## config.mk

```make
export PLATFORM = sky130hd
export DESIGN_NAME = rf_wb_arbiter
export DESIGN_NICKNAME = d
export VERILOG_FILES = /design/src/rtl/rf_wb_arbiter.sv
export SDC_FILE = /design/constraint.sdc
export NUM_CORES = 1
export LEC_CHECK = 0
export CAP_MARGIN = 10
export CORE_MARGIN = 3
export CORE_UTILIZATION = 44
export DETAILED_ROUTE_END_ITERATION = 12
export PLACE_DENSITY = 0.82
export SYNTH_ARGS = -nofsm -noshare
export SYNTH_HDL_FRONTEND = slang
export SYNTH_SLANG_ARGS = --single-unit
```

## constraint.sdc

```tcl
create_clock -name clk -period 5.3 [get_ports clk]
set_clock_uncertainty 0.2 [all_clocks]
set_input_delay 0.795 -clock clk [delete_from_list [all_inputs] [get_ports clk]]
set_output_delay 0.795 -clock clk [all_outputs]
set_load 0.01 [all_outputs]
```

## src/rtl/rf_wb_arbiter.sv

```systemverilog
// Round-robin arbiter sharing the register file write port between
// the ALU and load writeback paths, with RAW hazard and conflict count.
module rf_wb_arbiter #(
    parameter int DW = 32,
    parameter int AW = 5
) (
    input  logic          clk,
    input  logic          rst_n,
    input  logic          a_valid_i,
    input  logic [AW-1:0] a_wa_i,
    input  logic [DW-1:0] a_wd_i,
    output logic          a_ready_o,
    input  logic          m_valid_i,
    input  logic [AW-1:0] m_wa_i,
    input  logic [DW-1:0] m_wd_i,
    output logic          m_ready_o,
    output logic          rf_we_o,
    output logic [AW-1:0] rf_wa_o,
    output logic [DW-1:0] rf_wd_o,
    input  logic [AW-1:0] ra1_i,
    input  logic [AW-1:0] ra2_i,
    output logic          hz1_o,
    output logic          hz2_o,
    output logic [15:0]   conf_cnt_o
);

    typedef enum logic {
        PRIO_A = 1'b0,
        PRIO_M = 1'b1
    } prio_e;

    prio_e         prio_q, prio_d;
    logic          we_q, we_d;
    logic [AW-1:0] wa_q, wa_d;
    logic [DW-1:0] wd_q, wd_d;
    logic [15:0]   cnt_q, cnt_d;

    logic          conflict;
    logic          grant_a, grant_m;
    logic [AW-1:0] win_wa;
    logic [DW-1:0] win_wd;

    function automatic logic hit(input logic [AW-1:0] ra);
        return (ra != '0) &&
               ((we_q && wa_q == ra) ||
                (a_valid_i && a_wa_i == ra) ||
                (m_valid_i && m_wa_i == ra));
    endfunction

    always_comb begin
        conflict = a_valid_i && m_valid_i;
        // Ready is forced low while reset is held.
        grant_a  = rst_n && a_valid_i &&
                   (!m_valid_i || prio_q == PRIO_A);
        grant_m  = rst_n && m_valid_i &&
                   (!a_valid_i || prio_q == PRIO_M);
        win_wa   = grant_m ? m_wa_i : a_wa_i;
        win_wd   = grant_m ? m_wd_i : a_wd_i;

        prio_d = prio_q;
        if (conflict) begin
            prio_d = grant_a ? PRIO_M : PRIO_A;
        end

        // Writes to $zero are accepted but never presented.
        we_d = 1'b0;
        wa_d = wa_q;
        wd_d = wd_q;
        if ((grant_a || grant_m) && win_wa != '0) begin
            we_d = 1'b1;
            wa_d = win_wa;
            wd_d = win_wd;
        end

        cnt_d = cnt_q;
        if (conflict && cnt_q != 16'hFFFF) begin
            cnt_d = cnt_q + 16'd1;
        end
    end

    always_ff @(posedge clk or negedge rst_n) begin
        if (!rst_n) begin
            prio_q <= PRIO_A;
            we_q   <= 1'b0;
            wa_q   <= '0;
            wd_q   <= '0;
            cnt_q  <= '0;
        end else begin
            prio_q <= prio_d;
            we_q   <= we_d;
            wa_q   <= wa_d;
            wd_q   <= wd_d;
            cnt_q  <= cnt_d;
        end
    end

    assign a_ready_o  = grant_a;
    assign m_ready_o  = grant_m;
    assign rf_we_o    = we_q;
    assign rf_wa_o    = wa_q;
    assign rf_wd_o    = wd_q;
    assign hz1_o      = hit(ra1_i);
    assign hz2_o      = hit(ra2_i);
    assign conf_cnt_o = cnt_q;

endmodule

```

# After elaboration in Yosys (flattened, before gate mapping)
# Cells that the tools add are included.
[classes] add_sub_neg=1 n_eq_ne=7 reduce_logical=27 bitwise=1 mux=4
[ops] op="$mux W32" n=1
[ops] op="$eq A5 B5 Y1" n=6
[ops] op="$add A16 B1 Y16 const B" n=1
[ops] op="$ne A16 B16 Y1 const B" n=1
[ops] op="$logic_and A1 B1 Y1" n=15
[ops] op="$reduce_bool A5 Y1" n=3
[ops] op="$logic_or A1 B1 Y1" n=7
[ops] op="$mux W5" n=1
[ops] op="$logic_not A1 Y1" n=2
[ops] op="$mux W1" n=2
[ops] op="$not A1 Y1" n=1
[word_totals] output_inout_bits=58 input_bits=88 register_bits=55 wordCells=45

# Longest topological paths before layout
# Gate-level depths: netlist (run 1).
[depth] ltp_word=7 depth_mapped=8 depth_no_buf=6

# Least setup slack after synthesis (run 1)
# Ideal clock, no wire load.
[synth_timing] path_type="input port to output port" startpoint="input a_wa_i[1]" endpoint="output hz1_o" arrival_time_ns=1.730 path_buffers=1 setup_slack_ns=2.575 cell_stages=5 t_required_ns=4.305 cell_sequence="clkbuf_1 -> xor2_1 -> nor4_1 -> a31oi_1 -> a21oi_1"
[synth_via] elab_chain_cells=5
[synth_lines] element="from (decl)" line_no="10" text="input logic [AW-1:0] a_wa_i,"
[synth_lines] element="$eq A5 B5 Y1" line_no="46" text="(a_valid_i && a_wa_i == ra) ||"
[synth_lines] element="$logic_and A1 B1 Y1" line_no="46"
[synth_lines] element="$logic_or A1 B1 Y1" line_no="45" text="((we_q && wa_q == ra) ||"
[synth_lines] element="$logic_or A1 B1 Y1" line_no="46"
[synth_lines] element="$logic_and A1 B1 Y1" line_no="44" text="return (ra != '0) &&"
[synth_lines] element="to (decl)" line_no="22" text="output logic hz1_o,"
# Every way passes these cells.

# Worst setup path after layout (run 1)
[layout_timing] startpoint="input m_wa_i[3]" endpoint="output hz1_o"
[layout_via] elab_chain_cells=4
[layout_lines] element="from (decl)" line_no="14" text="input logic [AW-1:0] m_wa_i,"
[layout_lines] element="$eq A5 B5 Y1" line_no="47" text="(m_valid_i && m_wa_i == ra));"
[layout_lines] element="$logic_and A1 B1 Y1" line_no="47"
[layout_lines] element="$logic_or A1 B1 Y1" line_no="46"
[layout_lines] element="$logic_and A1 B1 Y1" line_no="44"
# Every way passes these cells.

==> summary.md, run 1 <==
| Metric | Value |
|---|---|
| CTS Buf Count | `5` |
| Wirelength per Cell | `15.9 µm` |
| Clock Latency Late Sink | `0.30 ns` |
| Row count | `29` |
| Fin crit period | `3.76 ns` |
| Chip width | `89.4 µm` |
| DR pass1 iterations | `4` |
| Ports | `146` |
| Largest net degree at the start of global routing | `50` |
| Total power | `1.19 mW` |
| Number of port buffers | `145` |
| Post-Route WL | `8480 µm` |
| Worst slew pin tran | `0.791 ns` |
| Vias in the first global route | `2,855` |
| Fmax achieved | `266 MHz` |
| First-pass GRT wire length | `13,600 µm` |
| N_diodes | `0` |
| Share of flip-flops with an asynchronous set or reset | `100%` |
| Leading cell type in the layout, fill and taps excluded | `clkdlybuf4s50_1` |
| Synth Flop Type | `dfrtp_1` |
| Hold_buf cts | `0` |
| Yosys warns | `0` |
| Dpl ws | `1.58 ns` |
| Setup ws final | `1.54 ns` |
| GPL Wtd Cong | `0.936` |
| Share of cells above drive strength 1 | `3.74%` |
| Die Y-Extent | `89.4 µm` |
| RSZ-0062 raised after global routing | `no` |
| Slowest stage delay, CP | `0.55 ns` |
| Average vias per placed instance | `5.27` |
| Setup TNS | `0 ns` |
| Clock sink count | `55` |
| Initial antenna violation count | `0` |
| Syn nets | `401` |
| P_leak | `1.92 nW` |
| CTS root buf | `clkbuf_8` |
| Fillers | `520` |
| Final Hold Vio Count | `0` |
| Synthesis-stage register bit count | `55` |
| Number of max-cap violations | `0` |
| Top cell by count, worst path | `clkdlybuf4s50_1` |
| Most frequent cells in the layout | `clkdlybuf4s50_1, dfrtp_1, nand2_1` |
| Worst min path class | `input pin to async pin` |
| Status | `completed` |
| Syn avg cell area | `9.81 µm²` |
| Drt initial violations | `136` |
| Die Footprint | `7990 µm²` |
| Core ar. | `6530 µm²` |
| DRC | `0` |
| Yosys cell types | `37` |
| CP endpoint kind | `primary output` |
| Peak supply drop | `0.125 mV` |
| Final Hold Slack | `0.124 ns` |
| Worst slew margin | `47.0%` |
| DR vias | `2,803` |
| CTS tree | `done` |
| Worst-path fanout max | `5` |
| Setup CP Type | `input pin to primary output` |
| Req. time, crit path | `4.30 ns` |
| Remaining antenna violation count | `0` |
| Pwr/cell area | `257 nW/µm²` |
| Setup bufs post-CTS | `0` |
| CTS H-tree depth | `2` |
| Max Slew Vio Count | `0` |
| Total GRT Usage | `21.8%` |
| Worst-case clock buffer depth | `2` |
| WP data arrival | `2.76 ns` |
| Post_cts resized | `0` |
| Setup crit start kind | `input pin` |
| Initial core utilization | `46.8%` |
| CP delay by family, top | `buffers and inverters` |
| Nets | `543` |
| Buffer and inverter count on the worst path | `2` |
| Setup-failing EPs final | `0` |
| Hpwl dp | `6680 µm` |
| Mapped Cells | `312` |
| Critical-path cell list | `clkdlybuf4s50_1 -> xor2_1 -> nor4_1 -> and3_1 -> a31oi_1 -> a21oi_1 -> clkdlybuf4s50_1` |
| Post-Syn Area | `3060 µm²` |
| Seq/Total Area, Yosys | `45.0%` |
| Area Growth Syn to Fin | `51.3%` |
| CP max stage cell | `clkdlybuf4s50_1` |
| Clk pin slew, worst setup/hold paths | `0.10 ns` |
| Grt ovf | `0` |
| Period utilisation layout | `70.9%` |
| Utilization after layout | `70.9%` |
| Number of flops mapped to enable cells by yosys | `0` |
## metrics by stage
step	cell area, µm²	instances
after global placement	4530	524
after global routing	4630	532
after detailed placement	4530	524
after CTS	4630	532
after floorplan	3060	312
final	4630	532
## cell usage after synthesis, types with 3 or more instances
master | instances | area (µm²)
mux2i_1 | 37 | 370
xnor2_1 | 11 | 96.3
o21ai_1 | 7 | 35.0
nand2_1 | 46 | 173
xor2_1 | 34 | 298
clkbuf_2 | 3 | 15.0
nand3_1 | 6 | 30.0
nand4_1 | 7 | 43.8
or4_1 | 3 | 22.5
o21ai_0 | 35 | 175
a21oi_1 | 3 | 15.0
nor3_1 | 5 | 25.0
and3_1 | 4 | 25.0
dfrtp_1 | 55 | 1380
nor2_1 | 13 | 48.8
nor4_1 | 8 | 50.1
buf_6 | 5 | 56.3
inv_1 | 3 | 11.3
## final cells by class
cell class	count	area, µm²	area share (%)
clock buffers	6	82.6	1.78
flip-flops and latches	55	1380	29.7
well taps	77	96.3	2.08
inverters	4	15.0	0.324
clock inverters	2	13.8	0.297
repair buffers	148	1470	31.7
multi-input cells	240	1580	34.1
## power by group
group	internal (mW)	switching, mW
combinational	0.232	0.168
clock	0.107	0.133
sequential	0.482	0.0657
## flip-flops by register name, indices dropped and copies added, names as in the netlist
name	cells
rf_wa_o	5
conf_cnt_o	16
rf_we_o	1
rf_wd_o	32
prio_q	1
## cell families (layout without fill, tap and decap cells)
family	after synthesis	count (layout)	synth area share [%]
AND/OR/NAND/NOR	101	101	15.5
AO/OA/AOI/OAI	55	55	9.98
flip-flops	55	55	45.0
XOR/XNOR	45	45	12.9
multiplexers	38	38	12.5
buffers and inverters	17	160	3.76
adder cells (fa/ha/maj)	1	1	0.409
## path summary, 6_finish.rpt
kind / startpoint / endpoint / slack, ns / cells after the start
max in group asynchronous: rst_n / rf_wa_o[4]$_DFFE_PN0P_ / 3.93 / 2
max: m_wa_i[3] / hz1_o / 1.54 / 7
min in group clk: rf_wd_o[8]$_DFFE_PN0P_ / rf_wd_o[8]$_DFFE_PN0P_ / 0.29 / 2
min reg2reg: rf_wd_o[8]$_DFFE_PN0P_ / rf_wd_o[8]$_DFFE_PN0P_ / 0.29 / 2
min: rst_n / conf_cnt_o[12]$_DFFE_PN0P_ / 0.12 / 1
max reg2reg: prio_q$_DFFE_PN0P_ / rf_wd_o[15]$_DFFE_PN0P_ / 2.81 / 5
## per-layer routing
layer  vias up  global-route usage [%]  wire length (µm)
met3        13                    6.64               791
li1       1374                       -                 -
met4         0                    7.04               129
met5         -                       0                 0
met1      1288                    27.8              3590
met2       128                    35.4              3970
(Power assumes the default switching activity.)
==> inputs of run 2 (changes only) <==
--- a/config.mk
+++ b/config.mk
@@ -7,9 +7,9 @@
 export LEC_CHECK = 0
 export CAP_MARGIN = 10
 export CORE_MARGIN = 3
-export CORE_UTILIZATION = 44
+export CORE_UTILIZATION = 41
 export DETAILED_ROUTE_END_ITERATION = 12
-export PLACE_DENSITY = 0.82
+export PLACE_DENSITY = 0.76
 export SYNTH_ARGS = -nofsm -noshare
 export SYNTH_HDL_FRONTEND = slang
 export SYNTH_SLANG_ARGS = --single-unit
==> constraint.sdc (replaced) <==
create_clock -name clk -period 3.6 [get_ports clk]
set_clock_uncertainty 0.2 [all_clocks]
set_input_delay 0.54 -clock clk [delete_from_list [all_inputs] [get_ports clk]]
set_output_delay 0.54 -clock clk [all_outputs]
set_load 0.01 [all_outputs]
==> run 2 against run 1 <==
  * Design area increased by 1.2%
  * Final cell count increased by 4.1%
  * Total power grew 48%
  * Largest power group unchanged
  * Highest routed layer unchanged
==> summary.md, run 2 (synthesis gave the netlist of run 1 again) <==
| Metric | Value |
|---|---|
| Status | `completed` |
| Sw frac | `30.7%` |
| CTS tree | `done` |
| Share of cells above drive strength 1 | `4.15%` |
| Buffer and inverter count on the worst path | `2` |
| Hold_buf cts | `0` |
| Most frequent cells in the layout | `clkdlybuf4s50_1, dfrtp_1, nand2_1` |
| Average vias per placed instance | `5.00` |
| Peak supply drop | `0.176 mV` |
| Wirelength per Cell | `15.2 µm` |
| Grt ovf | `0` |
| Die Footprint | `8530 µm²` |
| Die Y-Extent | `92.4 µm` |
| Total GRT Usage | `20.0%` |
| Setup crit start kind | `input pin` |
| DR vias | `2,771` |
| Max FFs per register | `32` |
| Fmax achieved | `304 MHz` |
| Req. time, crit path | `2.86 ns` |
| Number of port buffers | `145` |
| Pwr/cell area | `374 nW/µm²` |
| Largest net degree at the start of global routing | `67` |
| Initial antenna violation count | `0` |
| Clock Latency Late Sink | `0.30 ns` |
| CTS root buf | `clkbuf_8` |
| Setup TNS | `0 ns` |
| P_leak | `1.93 nW` |
| Worst slew pin tran | `0.623 ns` |
| Number of max-cap violations | `0` |
| DRC | `0` |
| Top cell by count, worst path | `clkdlybuf4s50_1` |
| Clk pin slew, worst setup/hold paths | `0.10 ns` |
| Worst-case clock buffer depth | `2` |
| Sequential share of power | `46.0%` |
| Worst-path fanout max | `5` |
| CTS H-tree depth | `2` |
| Drt initial violations | `111` |
| Fin crit period | `3.28 ns` |
| Utilization after layout | `66.8%` |
| Chip width | `92.4 µm` |
| RSZ-0062 raised after global routing | `no` |
| Area Growth Syn to Fin | `53.2%` |
| CP max stage cell | `clkdlybuf4s50_1` |
| CTS Buf Count | `5` |
| Nets | `546` |
| Slowest stage delay, CP | `0.55 ns` |
| Setup bufs post-CTS | `0` |
| Max Slew Vio Count | `0` |
| Final Hold Vio Count | `0` |
| CP endpoint kind | `primary output` |
| Initial core utilization | `43.6%` |
| Ports | `146` |
| Combinational share of power | `34.0%` |
| N_diodes | `0` |
| Net Switching | `0.538 mW` |
| Post_cts resized | `0` |
| Worst slew margin | `58.5%` |
| First-pass GRT wire length | `13,800 µm` |
| CP delay by family, top | `buffers and inverters` |
| Internal power | `1.21 mW` |
| Clock sink count | `55` |
| WP data arrival | `2.54 ns` |
| Hpwl dp | `6640 µm` |
| Row count | `30` |
| GPL Wtd Cong | `0.882` |
| Leading cell type in the layout, fill and taps excluded | `clkdlybuf4s50_1` |
| Remaining antenna violation count | `0` |
| Core ar. | `7020 µm²` |
| Vias in the first global route | `2,765` |
| Period utilisation layout | `91.2%` |
| Setup-failing EPs final | `0` |
| Setup CP Type | `input pin to primary output` |
| Clock power share | `20.0%` |
| Worst min path class | `input pin to async pin` |
| DR pass1 iterations | `4` |
| Post-Route WL | `8400 µm` |
| Critical-path cell list | `clkdlybuf4s50_1 -> xor2_1 -> nor4_1 -> and3_1 -> a31oi_1 -> a21oi_1 -> clkdlybuf4s50_1` |
## run 2: area by class of cell
| cell class | count | area (µm²) |
|---|---|---|
| clock buffers | 7 | 86.3 |
| clock inverters | 1 | 8.76 |
| fillers | 571 | 2330 |
| inverters | 4 | 15.0 |
| multi-input cells | 240 | 1580 |
| flip-flops and latches | 55 | 1380 |
| well taps | 96 | 120 |
| repair buffers | 151 | 1500 |
## run 2: metrics by stage
stage	setup slack [ns]	power (mW)	instance area [µm²]	std cells	hold WS, ns
after CTS	0.309	1.78	4690	554	0.00824
after floorplan	1.38	1.04	3060	312	0.0444
after global routing	0.204	1.86	4690	554	0.0101
after global placement	0.404	1.41	4590	546	0.261
final	0.315	1.75	4690	554	0.00872
after detailed placement	0.318	1.42	4590	546	0.269
## run 2: power groups by stage
stage / clock [mW] / sequential [mW] / combinational, mW
2_1_floorplan: 0 / 0.842 / 0.197
3_3_place_gp: 0 / 0.811 / 0.595
3_5_place_dp: 0 / 0.816 / 0.602
4_1_cts: 0.367 / 0.806 / 0.605
5_1_grt: 0.388 / 0.821 / 0.651
6_report: 0.350 / 0.806 / 0.597
## run 2: layer usage
metal | vias to the layer above | routed length [µm] | track usage (%)
met5 | - | 0 | 0
met4 | 0 | 57 | 4.70
met3 | 4 | 890 | 8.53
met2 | 116 | 3790 | 31.6
met1 | 1272 | 3660 | 25.5
li1 | 1379 | - | -
## run 2: final timing paths
| kind | to | cells past startpoint | slack, ns | startpoint |
|---|---|---|---|---|
| setup / recovery | hz1_o | 7 | 0.32 | m_wa_i[2] |
| setup reg to reg | rf_wa_o[0]$_DFFE_PN0P_ | 7 | 1.41 | prio_q$_DFFE_PN0P_ |
| hold reg to reg | rf_wd_o[22]$_DFFE_PN0P_ | 2 | 0.29 | rf_wd_o[22]$_DFFE_PN0P_ |
| hold / removal | rf_wd_o[30]$_DFFE_PN0P_ | 2 | 0.009 | rst_n |
| max in group asynchronous | rf_wd_o[0]$_DFFE_PN0P_ | 3 | 2.43 | rst_n |
| min in group clk | rf_wd_o[22]$_DFFE_PN0P_ | 2 | 0.29 | rf_wd_o[22]$_DFFE_PN0P_ |
